<file path="config.mk">
export PLATFORM = sky130hd
export DESIGN_NAME = load_store_unit
export DESIGN_NICKNAME = d
export VERILOG_FILES = /design/src/rtl/lsu_pkg.sv /design/src/rtl/lsu_lane_align.sv /design/src/rtl/load_store_unit.sv
export SDC_FILE = /design/constraint.sdc
export NUM_CORES = 1
export LEC_CHECK = 0
export ABC_AREA = 1
export BUFFER_PORTS_ARGS = -buffer_cell sky130_fd_sc_hd__buf_2
export CAP_MARGIN = 0
export CORE_MARGIN = 2
export CORE_UTILIZATION = 48
export CTS_CLUSTER_DIAMETER = 150
export DETAILED_ROUTE_END_ITERATION = 10
export PLACE_DENSITY = 0.74
export SLEW_MARGIN = 20
export SYNTH_ARGS = -nofsm -noshare
export SYNTH_HDL_FRONTEND = slang
export SYNTH_SLANG_ARGS = --single-unit
</file>
<file path="constraint.sdc">
create_clock -name CLK -period 9.48 [get_ports CLK]
set_input_delay 1.422 -clock CLK [delete_from_list [all_inputs] [get_ports CLK]]
set_output_delay 1.422 -clock CLK [all_outputs]
set_load 0.005 [all_outputs]
</file>
<file path="src/rtl/lsu_pkg.sv">
// Shared encodings for the load/store unit: access sizes, FSM states and default memory depth.
package lsu_pkg;

  localparam int unsigned DEFAULT_DEPTH = 32;

  typedef enum logic [1:0] {
    SZ_BYTE = 2'b00,
    SZ_HALF = 2'b01,
    SZ_WORD = 2'b10,
    SZ_RSVD = 2'b11
  } lsu_size_e;

  typedef enum logic [1:0] {
    IDLE  = 2'b00,
    READ  = 2'b01,
    WRITE = 2'b10,
    RESP  = 2'b11
  } lsu_state_e;

endpackage

</file>
<file path="src/rtl/lsu_lane_align.sv">
// Combinational lane logic: extracts/extends a load lane from a memory word and merges
// store data into an old word, little-endian.
module lsu_lane_align
  import lsu_pkg::*;
(
  input  logic [31:0] rd_word,
  input  logic [31:0] wr_data,
  input  lsu_size_e   size,
  input  logic [1:0]  lane,
  input  logic        zero_ext,
  output logic [31:0] load_data,
  output logic [31:0] merged_word
);

  logic [4:0]  byte_sh;
  logic [4:0]  half_sh;
  logic [31:0] byte_word;
  logic [31:0] half_word;
  logic [7:0]  byte_v;
  logic [15:0] half_v;
  logic [31:0] byte_mask;
  logic [31:0] half_mask;

  always_comb begin
    byte_sh   = {lane, 3'b000};
    half_sh   = {lane[1], 4'b0000};
    byte_word = rd_word >> byte_sh;
    half_word = rd_word >> half_sh;
    byte_v    = byte_word[7:0];
    half_v    = half_word[15:0];
    byte_mask = 32'h0000_00ff << byte_sh;
    half_mask = 32'h0000_ffff << half_sh;
  end

  always_comb begin
    load_data = 32'h0;
    case (size)
      SZ_BYTE: load_data = zero_ext ? {24'h0, byte_v} : {{24{byte_v[7]}}, byte_v};
      SZ_HALF: load_data = zero_ext ? {16'h0, half_v} : {{16{half_v[15]}}, half_v};
      SZ_WORD: load_data = rd_word;
      SZ_RSVD: load_data = 32'h0;
    endcase
  end

  // Non-target bytes of the old word pass through untouched.
  always_comb begin
    merged_word = rd_word;
    case (size)
      SZ_BYTE: merged_word = (rd_word & ~byte_mask) | (({24'h0, wr_data[7:0]} << byte_sh) & byte_mask);
      SZ_HALF: merged_word = (rd_word & ~half_mask) | (({16'h0, wr_data[15:0]} << half_sh) & half_mask);
      SZ_WORD: merged_word = wr_data;
      SZ_RSVD: merged_word = rd_word;
    endcase
  end

endmodule

</file>
<file path="src/rtl/load_store_unit.sv">
// Load/store unit in front of a word-organised data memory; sub-word stores use read-modify-write.
// Define LSU_MISALIGN_FAULT_EN to fault misaligned accesses instead of aligning them down.
module load_store_unit
  import lsu_pkg::*;
#(
  parameter int unsigned DEPTH = DEFAULT_DEPTH,
  parameter int unsigned AW    = $clog2(DEPTH)
) (
  input  logic        CLK,
  input  logic        Reset,
  input  logic        req_valid,
  output logic        req_ready,
  input  logic        req_write,
  input  logic [1:0]  req_size,
  input  logic        req_unsigned,
  input  logic [31:0] req_addr,
  input  logic [31:0] req_wdata,
  output logic        resp_valid,
  output logic [31:0] resp_rdata,
  output logic        resp_fault,
  output logic [31:0] DAddr,
  output logic [31:0] DataIn,
  output logic        DataMemRW,
  input  logic [31:0] DataOut
);

  localparam logic [31:0] ADDR_LIMIT = 32'(4 * DEPTH);

  lsu_state_e  state_q;
  logic        wr_q;
  lsu_size_e   size_q;
  logic        uns_q;
  logic [1:0]  lane_q;
  logic [31:0] wdata_q;

  lsu_size_e   size_in;
  logic [1:0]  lane_in;
  logic [31:0] word_idx;
  logic        accept;
  logic        size_rsvd;
  logic        misalign;
  logic        out_of_range;
  logic        fault;
  logic [31:0] load_data;
  logic [31:0] merged_word;

  assign req_ready = (state_q == IDLE);
  assign accept    = req_valid && req_ready;
  assign size_in   = lsu_size_e'(req_size);
  assign word_idx  = 32'(req_addr[AW+1:2]);

  always_comb begin
    size_rsvd    = (size_in == SZ_RSVD);
    out_of_range = (req_addr >= ADDR_LIMIT);
`ifdef LSU_MISALIGN_FAULT_EN
    misalign = ((size_in == SZ_HALF) && req_addr[0]) ||
               ((size_in == SZ_WORD) && (req_addr[1:0] != 2'b00));
`else
    misalign = 1'b0;
`endif
    fault = size_rsvd | misalign | out_of_range;
  end

  // Lane offset as used by the access; without the fault option, bits below the size drop.
  always_comb begin
    lane_in = req_addr[1:0];
`ifndef LSU_MISALIGN_FAULT_EN
    if (size_in == SZ_HALF) begin
      lane_in[0] = 1'b0;
    end else if (size_in == SZ_WORD) begin
      lane_in = 2'b00;
    end
`endif
  end

  lsu_lane_align u_lane_align (
    .rd_word     (DataOut),
    .wr_data     (wdata_q),
    .size        (size_q),
    .lane        (lane_q),
    .zero_ext    (uns_q),
    .load_data   (load_data),
    .merged_word (merged_word)
  );

  always_ff @(posedge CLK or posedge Reset) begin
    if (Reset) begin
      state_q    <= IDLE;
      wr_q       <= 1'b0;
      size_q     <= SZ_BYTE;
      uns_q      <= 1'b0;
      lane_q     <= 2'b00;
      wdata_q    <= 32'h0;
      resp_valid <= 1'b0;
      resp_rdata <= 32'h0;
      resp_fault <= 1'b0;
      DAddr      <= 32'h0;
      DataIn     <= 32'h0;
      DataMemRW  <= 1'b0;
    end else begin
      // Single-cycle pulses by default; DAddr/DataIn hold unless reloaded below.
      resp_valid <= 1'b0;
      DataMemRW  <= 1'b0;
      unique case (state_q)
        IDLE: begin
          if (accept) begin
            wr_q    <= req_write;
            size_q  <= size_in;
            uns_q   <= req_unsigned;
            lane_q  <= lane_in;
            wdata_q <= req_wdata;
            if (fault) begin
              resp_valid <= 1'b1;
              resp_fault <= 1'b1;
              resp_rdata <= 32'h0;
              state_q    <= RESP;
            end else begin
              DAddr <= word_idx;
              if (req_write && (size_in == SZ_WORD)) begin
                DataIn    <= req_wdata;
                DataMemRW <= 1'b1;
                state_q   <= WRITE;
              end else begin
                state_q <= READ;
              end
            end
          end
        end
        READ: begin
          if (wr_q) begin
            DataIn    <= merged_word;
            DataMemRW <= 1'b1;
            state_q   <= WRITE;
          end else begin
            resp_valid <= 1'b1;
            resp_fault <= 1'b0;
            resp_rdata <= load_data;
            state_q    <= RESP;
          end
        end
        WRITE: begin
          resp_valid <= 1'b1;
          resp_fault <= 1'b0;
          resp_rdata <= 32'h0;
          state_q    <= RESP;
        end
        RESP: begin
          state_q <= IDLE;
        end
      endcase
    end
  end

endmodule

</file>
# After elaboration in Yosys (flattened, before gate mapping)
# Cells that the tools add are included.
# word_totals
output_inout_bits	100
elab_cells	88
register_bits	112
inputBits	103
# classes
eq_ne	15
reduce_logical	10
n_shift	6
bitwise_logic	10
order_cmp	1
n_mux	34
# op_table
op	count
$mux W32	9
$pmux W32 S4	2
$and A32 B32 Y32	4
$pmux W32 S3	1
$not A32 Y32	2
$or A32 B32 Y32	2
$pmux W32 S2	1
$ge A32 B8 Y1 const B	1
$shl A16 B5 Y32	1
$shl A16 B5 Y32 const A	1
$shl A8 B5 Y32	1
$shl A8 B5 Y32 const A	1
$shr A32 B5 Y16	1
$shr A32 B5 Y8	1
$mux W1	13
$eq A2 B2 Y1 const B	6
$mux W2	4
$pmux W2 S4	1
$eq A2 B1 Y1 const B	3
$ne A2 B1 Y1 const B	3
$ne A2 B2 Y1 const B	3
$pmux W1 S3	2
$reduce_and A5 Y1	1
$logic_not A2 Y1	2
other kinds (9)	10

# Depth between registers and ports, before layout
# Gate-level depths: netlist of the first run.
# logic_depth
ltp_word	7
mapped_depth	13
mapped_depth_nobuf	10

# Cells and area by module
# From an unflattened synthesis of the first run, not the netlist that was laid out.
# hier_totals
hier_cells	1173
hier_area_um2	7749.9
# by_module_without_submodules
module	seq_area_each_um2	area_per_inst_um2	cells_per_inst	instances
load_store_unit	2802.7	5272.6	642	1
lsu_lane_align	0.0	2477.4	531	1

# Worst setup path before layout of the first run
# No wires, ideal clock.
# synth_timing
path_type	input to register
start	input port req_addr[8]
end	register resp_rdata[2]
slack_ns	6.977
required_ns	9.352
n_path_buf	2
t_arrival_ns	2.376
setup_ns	0.128
stages	9
path_cell_list	nor2_1 -> and2_1 -> nand2_1 -> nor2_1 -> nand3_1 -> nand2_1 -> buf_4 -> buf_2 -> o21ai_0
# synth_via
elab_chain_cells	4
# synth_rtl
item	line_no	text
start, declared	load_store_unit.sv:16	input logic [31:0] req_addr,
$ge A32 B8 Y1	load_store_unit.sv:54	out_of_range = (req_addr >= ADDR_LIMIT);
$or A1 B1 Y1	load_store_unit.sv:61	fault = size_rsvd | misalign | out_of_range;
$ne A2 B1 Y1 (no source line)	--	
$reduce_and A4 Y1 (no source line)	--	
end signal, assigned	load_store_unit.sv:137	resp_rdata <= load_data;
end, declared	load_store_unit.sv:19	output logic [31:0] resp_rdata,
# Every way passes these cells.
# A chain may end at the register's enable or synchronous reset.

# Worst setup path after layout of the first run
# layout_timing
start	register lane_q[1]
end	register resp_rdata[31]
# layout_via
elab_chain_cells	5
word_cells_on_any_way	7
classes_between	shift: 2; mux: 5
# layout_rtl
item	line_no	text
start, declared	load_store_unit.sv:33	logic [1:0] lane_q;
start signal, assigned	load_store_unit.sv:110	lane_q <= lane_in;
$shr A32 B5 Y16 or $shr A32 B5 Y8 (tied branches)	lsu_lane_align.sv:28, lsu_lane_align.sv:27	
$mux W32, on equally long branches	lsu_lane_align.sv:39, lsu_lane_align.sv:38	
$pmux W32 S4 (*)	lsu_lane_align.sv:37	case (size)
$mux W32 (*)	load_store_unit.sv:130	if (wr_q) begin
$pmux W32 S3 (*)	load_store_unit.sv:104	unique case (state_q)
# Mark *: on every way between the ends. The rest lies on a longest branch, timed or not. The select of a mux whose other input is x is not followed.

==> results of run 1 <==
[worst min path at each step]
stage	startpoint	to	slack, ns	cells past startpoint
final	DataIn[4]	DataIn[4]	0.47	2
after global routing	DataIn[26]	DataIn[26]	0.50	2
after CTS	DataIn[4]	DataIn[4]	0.47	2
after floorplan	wdata_q[31]	wdata_q[31]	0.44	2
after detailed placement	DataIn[4]	DataIn[4]	0.45	2
after global placement	DataIn[4]	DataIn[4]	0.45	2
[cells by family (layout without fill, tap and decap cells)]
kind of cell,count (synthesis),count (layout),synth area share (%)
AND/OR/NAND/NOR,812,812,42.31
adder cells (fa/ha/maj),4,4,0.6450
AO/OA/AOI/OAI,111,111,8.320
flip-flops,112,112,36.12
buffers and inverters,208,305,12.56
other,1,28,0.04833
[cell type report]
type                       instances  area (µm²)
antenna                            1       2.502
sequential                       112        2804
tap                              216       270.3
multi-input combinational        954        4096
clock buffer                      11       252.7
timing repair buffer             182       928.4
inverter                         107       404.1
fill                            1637        7005
clock inverter                     5       63.81
[through the flow]
| step | utilization [%] | cell area (µm²) |
|---|---|---|
| floorplan | - | 7858 |
| global placement | 53.69 | 8498 |
| detailed placement | 53.69 | 8498 |
| CTS | 55.69 | 8815 |
| global route | 55.74 | 8822 |
| finish | 55.74 | 8822 |
[Yosys cell counts, drive strengths merged]
library cell	count
nor2	108
nor3	1
ha	4
clkbuf	25
buf	76
nand4	3
inv	107
a21oi	4
conb	1
nand3	147
o21ai	70
o211ai	34
a211oi	1
nand2	552
dfrtp	112
o22ai	2
and2	1
[tightest hold or removal path: stages (launching register included)]
cell and delay (ns):
dfrtp_1 0.34, nand2_1 0.05, nand2_1 0.04
[power groups by stage]
stage	clock [mW]	combinational [mW]	sequential, mW
after CTS	0.414	1.61	0.819
after detailed placement	0	1.60	0.825
after global placement	0	1.57	0.826
final	0.409	1.62	0.821
after floorplan	0	1.23	0.794
after global routing	0.430	1.84	0.846
[placed cells by master (no fill, tap or decap), types with 3 or more instances in the layout]
master / count
a21oi_1: 4
buf_2: 175
buf_4: 7
clkbuf_16: 9
conb_1: 27
dfrtp_1: 111
ha_1: 3
inv_1: 101
inv_2: 5
nand2_1: 547
nand2_2: 4
nand3_1: 146
nand4_1: 3
nor2_1: 104
o211ai_1: 34
o21ai_0: 49
o21ai_1: 21
[registers in the layout, indices dropped and copies added, names as in the netlist]
| signal | count |
|---|---|
| uns_q | 1 |
| lane_q | 2 |
| resp_valid | 1 |
| wr_q | 1 |
| state_q | 2 |
| DataMemRW | 1 |
| DataIn | 32 |
| resp_fault | 1 |
| size_q | 2 |
| wdata_q | 32 |
| DAddr | 5 |
| resp_rdata | 32 |
[layer usage]
metal  GRT usage (%)  vias up  wire length [µm]
met3           3.897       51              1945
met5               0        -                 0
li1                -     4084                 -
met4           11.29        0               783
met2           42.08      346             10520
met1           39.26     3667             10410
==> impl_results.md, run 1 <==
* Result of the run: completed
* Internal power of the cells at 1.418 mW
* Worst clock skew at 0.01031 ns
* Root buffer cell: clkbuf_16
* Clock period minus worst slack at 2.959 ns
* Required time of the worst setup path at 9.75 ns
* Number of DRC markers after the initial detailed-route iteration at 898
* Origin of the worst setup path: lane_q[1]
* Delay of the slowest cell on the worst path at 0.57 ns
* Fraction of the yosys area taken by sequential cells at 36.12%
* Pre-CTS setup slack at 6.095 ns
* Power spent charging and discharging nets at 1.433 mW
* Depth of the worst register-to-register path at 9
* RSZ-0062 raised after global routing: no
* Number of clock sinks seen by CTS at 112
* Sequential Power Share at 28.8%
* Crit path capture type: flip-flop
* Delay-heaviest family, CP: simple AND/OR/NAND/NOR gates
* Number of non-filler instances in the completed layout at 1588
* Total congestion overflow after global routing at 0
* Mean Syn Cell Area at 6.218 µm²
* Post-DR wirelength/cell at 14.90 µm
* Share of power burned in the clock network at 14.4%
* Core Area at 15830 µm²
* Crit. path cell count at 9
* Instance count after placement with tap cells included at 1571
* Worst VDD drop at 150.9 µV
* Synth top area share at 36.12%
* Power per unit of standard cell area at 323.1 nW/µm²
* Highest clock frequency the design can meet at 338.0 MHz
* Type of the worst setup path: reg2reg
* Reg2reg start: lane_q[1]
* Half-perimeter wire length of the detailed placement result at 16690 µm
* Final hold violation count at 0
* Antenna violations before repair at 1
* Finish-stage setup viols at 0
* Cell leakage power at 4.986 nW
* Warnings from Yosys at 0
* Minimum setup slack among reg-to-reg paths at 6.52 ns
* Area growth, synth to finish at 13.69%
* Setup TNS at 0 ns
* Number of iterations in the first detailed-routing pass at 7
* Maximum clock path buffer count at 2
* Worst setup SP type: flip-flop
* Combinational fraction of design power at 56.8%
* Routed vias/inst at 5.131
* Die area at 17200 µm²
* End point of the critical path: resp_rdata[31]
* CP arrival at 3.23 ns
* Clock tree from TritonCTS: built
* Setup bufs post-CTS at 0
* Number of violations of the max-capacitance limit at 0
* Post-synthesis instance area at 7760 µm²
* All-layer global routing usage at 27.50%
* Initial core utilization at 49.03%
* Period utilisation layout at 31.21%
* Post-route total power at 2.850 mW
* Total number of vias at 8148
* Port-buffer cells at 175
* Worst hold-check path type: reg2reg
* Critical Path Fanout Max at 80
* Final number of max-transition violations at 0
* Maximum number of pins on one net before global-route repair at 91
* Placement row count at 46
* Top-level I/O count at 203
* Least-Margin Pin Slew at 1.180 ns
* Reg-to-Reg End: resp_rdata[31]
* Quantity of hold-fixing buffers added after cts at 0
* Number of unique standard cell types used by synthesis at 27
* Global placement routability congestion at 0.9218
* Worst setup slack after layout at 6.521 ns
* Clock transition at path regs at 0.07 ns
* Floorplan die width at 131.1 µm
* Largest cells by area after synthesis: dfrtp_1 36%, nand2_1 27%, nand3_1 9.4%, nor2_1 5.0%, inv_1 4.9%
* Final #Nets at 1473
* Post-route antenna net violation count at 0
* Worst Hold Margin at 0.4653 ns
* Global-route wire length before repair at 38010 µm
* Post-route DRC at 0
* Number of instances in the synthesized netlist at 1248
* CTS Buf Count at 9
* Post-CTS sizing at 0
* Critical path, cell by cell: buf_4, inv_2, nand2_1, nor2_1, nor2_1, nand3_1, nand2_2, nand3_1, o21ai_1
* Worst path bufs/invs at 2
* Library cell with the largest summed area after synthesis: dfrtp_1
* Total detailed-routing wirelength at 23660 µm
* Share of total power consumed by net switching at 50.27%
* Proportion of layout cells with a drive suffix above 1 at 15.83%
* Number of global-route vias before repair at 7248
* Die extent in y at 131.1 µm
* Relative slew margins at 21.24%
* Clock latency at the later pin of the worst-skew pair at 0.37 ns
* H-Tree Depth at 3
* Synthesized flop and latch total at 112
* Worst path slowest cell: buf_4
(Power assumes the default switching activity.)
==> inputs of run 2 (changes only) <==
--- a/config.mk
+++ b/config.mk
@@ -5,14 +5,14 @@
 export SDC_FILE = /design/constraint.sdc
 export NUM_CORES = 1
 export LEC_CHECK = 0
-export ABC_AREA = 1
+export ABC_AREA = 0
 export BUFFER_PORTS_ARGS = -buffer_cell sky130_fd_sc_hd__buf_2
 export CAP_MARGIN = 0
 export CORE_MARGIN = 2
 export CORE_UTILIZATION = 48
 export CTS_CLUSTER_DIAMETER = 150
 export DETAILED_ROUTE_END_ITERATION = 10
-export PLACE_DENSITY = 0.74
+export PLACE_DENSITY = 0.76
 export SLEW_MARGIN = 20
 export SYNTH_ARGS = -nofsm -noshare
 export SYNTH_HDL_FRONTEND = slang
==> constraint.sdc (replaced) <==
create_clock -name CLK -period 2.8 [get_ports CLK]
set_input_delay 0.42 -clock CLK [delete_from_list [all_inputs] [get_ports CLK]]
set_output_delay 0.42 -clock CLK [all_outputs]
set_load 0.005 [all_outputs]
==> run 2 against run 1 <==
Area after synthesis shrank 19%. Synthesized cell count fell by 49%. First-iteration DRC count fell by 20%. Critical path depth down 4. Die area shrank 19%. Sequential share of layout area increased by 5.2 points. Largest power group unchanged. Sequential power rose to 3.5 times the previous value. Critical path type unchanged. Non-clock buffer count grew 13. Clock power increased to 3.2 times the previous value. Total power increased to 3.0 times the previous value. Wire length down 20%. Critical endpoint is now DataIn[0].
==> impl_results.md, run 2 <==
* Crit path capture type: flip-flop
* Root buffer cell: clkbuf_16
* Number of unique standard cell types used by synthesis at 48 (+78%)
* Warnings from Yosys at 0 (unchanged)
* Library cell with the largest summed area after synthesis: dfrtp_1
* CP arrival at 2.78 ns (-0.45 ns)
* RSZ-0062 raised after global routing: no
* Count of flip-flops with a built-in enable after synthesis at 0 (unchanged)
* Antenna violations before repair at 0 (-1)
* Post-synthesis instance area at 6279 µm² (-19%)
* Number of violations of the max-capacitance limit at 0 (unchanged)
* Final antenna diode count at 0 (-1)
* Half-perimeter wire length of the detailed placement result at 14330 µm (-14%)
* Setup bufs post-CTS at 0 (unchanged)
* Setup TNS at 0 ns (unchanged)
* Core Area at 12670 µm² (-20%)
* Most used standard cell by instance count after synthesis: dfrtp_1
* Worst setup SP type: flip-flop
* Met1 Use GR at 35.31% (-3.9 points)
* Number of global-route vias before repair at 5525 (-24%)
* Relative slew margins at 28.44% (+7.2 points)
* Number of iterations in the first detailed-routing pass at 7 (unchanged)
* Clock period minus worst slack at 2.473 ns (-0.4861 ns)
* Worst hold-check path type: in2async
* Post-DR wirelength/cell at 19.48 µm (+31%)
* Power spent charging and discharging nets at 3.570 mW (+150%)
* Number of instances in the synthesized netlist at 633 (-49%)
* Routed vias/inst at 5.875 (+14%)
* Critical Path Fanout Max at 17 (-79%)
* Top-level I/O count at 203 (unchanged)
* Final number of max-transition violations at 0 (unchanged)
* Post-route DRC at 0 (unchanged)
* Post-route antenna net violation count at 0 (unchanged)
* Cell leakage power at 3.540 nW (-29%)
* Final #Nets at 904 (-39%)
* Commonest non-fill, non-tap cell in the layout: buf_2
* Global placement routability congestion at 0.9386 (+1.8%)
* Synth top area share at 44.64% (+8.5 points)
* Fillers at 1084 (-34%)
* Largest cells by area after synthesis: dfrtp_1 45%, mux2_2 13%, o21ai_0 4.1%, nand2_1 3.9%, mux2i_1 3.8%
* Proportion of layout cells with a drive suffix above 1 at 37.41% (+22 points)
* Global-route wire length before repair at 29500 µm (-22%)
* Finish-stage setup viols at 0 (unchanged)
* Quantity of hold-fixing buffers added after cts at 0 (unchanged)
* Total number of vias at 5722 (-30%)
* Clock latency at the later pin of the worst-skew pair at 0.36 ns (about the same)
* Highest-utilization routing layer at the global route stage: met2
* CTS Buf Count at 9 (unchanged)
* Total congestion overflow after global routing at 0 (unchanged)
* Power per unit of standard cell area at 1126 nW/µm² (+250%)
* Placement row count at 41 (-11%)
* Combined area of the multi-input logic cells at 3146 µm² (-23%)
* Area growth, synth to finish at 20.73%
* Share of total power consumed by net switching at 41.82% (-8.4 points)
* Worst Hold Margin at 0.2271 ns (-0.2383 ns)
* Combinational fraction of design power at 50.7% (-6.1 points)
* Result of the run: completed
* Maximum clock path buffer count at 2 (unchanged)
* Period utilisation layout at 88.31% (+57 points)
* H-Tree Depth at 3 (unchanged)
* Fraction of the yosys area taken by sequential cells at 44.64% (+8.5 points)
* Maximum number of pins on one net before global-route repair at 45 (-51%)
* Internal power of the cells at 4.967 mW (+250%)
* Met3 track demand over resource at 6.371% (+2.5 points)
* Share of power burned in the clock network at 15.4% (+1.0 points)
* Worst clock skew at 0.005816 ns (-0.004497 ns)
* Cell types with the highest counts after synthesis: 112 x dfrtp_1, 74 x mux2_2, 66 x nand2_1
* Sequential Power Share at 33.9% (+5.1 points)
* Global-route track usage on met2 at 43.61% (+1.5 points)
* Floorplan die width at 118.4 µm (-9.7%)
* Total detailed-routing wirelength at 18970 µm (-20%)
* Die extent in y at 118.4 µm (-9.7%)
* Storage element area at 2803 µm² (about the same)
* Synthesized flop and latch total at 112 (unchanged)
* Type of the worst setup path: reg2reg
* Highest clock frequency the design can meet at 404.4 MHz (+20%)
* Port-buffer cells at 175 (unchanged)
* Number of DRC markers after the initial detailed-route iteration at 717 (-20%)
* Post-CTS sizing at 0 (unchanged)
* All-layer global routing usage at 26.90% (-0.60 points)
* Required time of the worst setup path at 3.10 ns (-6.65 ns)
* Final hold violation count at 0 (unchanged)
* Worst VDD drop at 580.1 µV (+280%)
* Leading cell types in the layout, fill and taps excluded: 175 x buf_2, 112 x dfrtp_1, 74 x mux2_2
* Clock transition at path regs at 0.07 ns (about the same)
* Least-Margin Pin Slew at 1.069 ns (-0.1105 ns)
* Clock tree from TritonCTS: built
* Die area at 14010 µm² (-19%)
* Share of flip-flops with an asynchronous set or reset after synthesis at 100.0% (unchanged)
* Mean Syn Cell Area at 9.919 µm² (+60%)
* Top_reg_cell synth: dfrtp_1
* Initial core utilization at 49.55% (+0.52 points)
* Largest registers: DataIn: 32 flops, resp_rdata: 32 flops, wdata_q: 32 flops
* Number of clock sinks seen by CTS at 112 (unchanged)
## run 2: changes by cell type in the layout (fill, tap and decap cells not counted), moves of 7 or more
cell      before  now
inv_1        101    8
o22ai_1        2    9
buf_4          7   17
a221oi_1       0    8
o211ai_1      34    1
o21ai_1       21    2
mux2_2         0   74
a31oi_1        0   23
a22oi_1        0   12
mux2i_1        0   24
a21oi_1        4   45
nand2_1      547   66
nor2_1       104   45
nand3_1      146    9
## run 2: logic make-up (layout without fill, tap and decap cells)
kind of cell	after synthesis	after routing	synth area share, %
fa+ha+maj	4	4	0.7972
simple gates	146	146	9.964
mux	104	104	19.07
flops	112	112	44.64
buf+inv	80	223	6.875
compound gates	186	186	18.59
other cells	1	27	0.05973
## run 2: through the flow
| stage | utilization [%] | std cells | total power [mW] | setup slack, ns | cell area (µm²) |
|---|---|---|---|---|---|
| 3_5_place_dp | 57.42 | 958 | 7.158 | 0.1027 | 7276 |
| 4_1_cts | 59.82 | 974 | 8.495 | 0.4568 | 7580 |
| 5_1_grt | 59.82 | 974 | 9.095 | 0.2381 | 7580 |
| 3_3_place_gp | 57.42 | 958 | 6.969 | 0.1955 | 7276 |
| 2_1_floorplan | - | 659 | 5.738 | 0.2672 | 6380 |
| 6_report | 59.82 | 974 | 8.536 | 0.3272 | 7580 |
## run 2: worst max-delay path: stages (launching register included)
cell and delay, ns:
dfrtp_1 0.64, clkinv_1 0.54, o21ai_1 0.56, nand3_1 0.14
a31oi_1 0.32, mux2_2 0.22
## run 2: final timing paths
check                               from            end  slack (ns)  depth (start not counted)
setup / recovery               size_q[1]      DataIn[0]        0.33                          5
max in group asynchronous          Reset    wdata_q[28]        1.90                          3
hold / removal                     Reset  resp_rdata[8]        0.23                          2
min in group CLK             req_addr[1]      lane_q[1]        0.28                          2
hold reg to reg            resp_rdata[1]  resp_rdata[1]        0.47                          1
setup reg to reg               size_q[1]      DataIn[0]        0.33                          5
## run 2: power groups by stage
stage / Sequential, mW / Combinational [mW] / Clock (mW)
3_3_place_gp: 2.86 / 4.11 / 0
3_5_place_dp: 2.90 / 4.26 / 0
5_1_grt: 2.97 / 4.73 / 1.40
6_report: 2.89 / 4.32 / 1.32
4_1_cts: 2.87 / 4.29 / 1.34
2_1_floorplan: 2.75 / 2.99 / 0
## run 2: final cells by class
type / instances / share of cell area (%)
timing repair buffer: 195 / 14.03
sequential: 112 / 36.98
inverter: 12 / 0.6438
clock buffer: 9 / 2.971
clock inverter: 7 / 1.040
tap: 172 / 2.839
multi-input combinational: 467 / 41.50
## run 2: metal layers
metal  part of all wire, %  up-vias
met5                     0        -
met4                   2.3        0
met3                   8.9       38
met2                    48      313
met1                    41     2784
li1                      -     2587
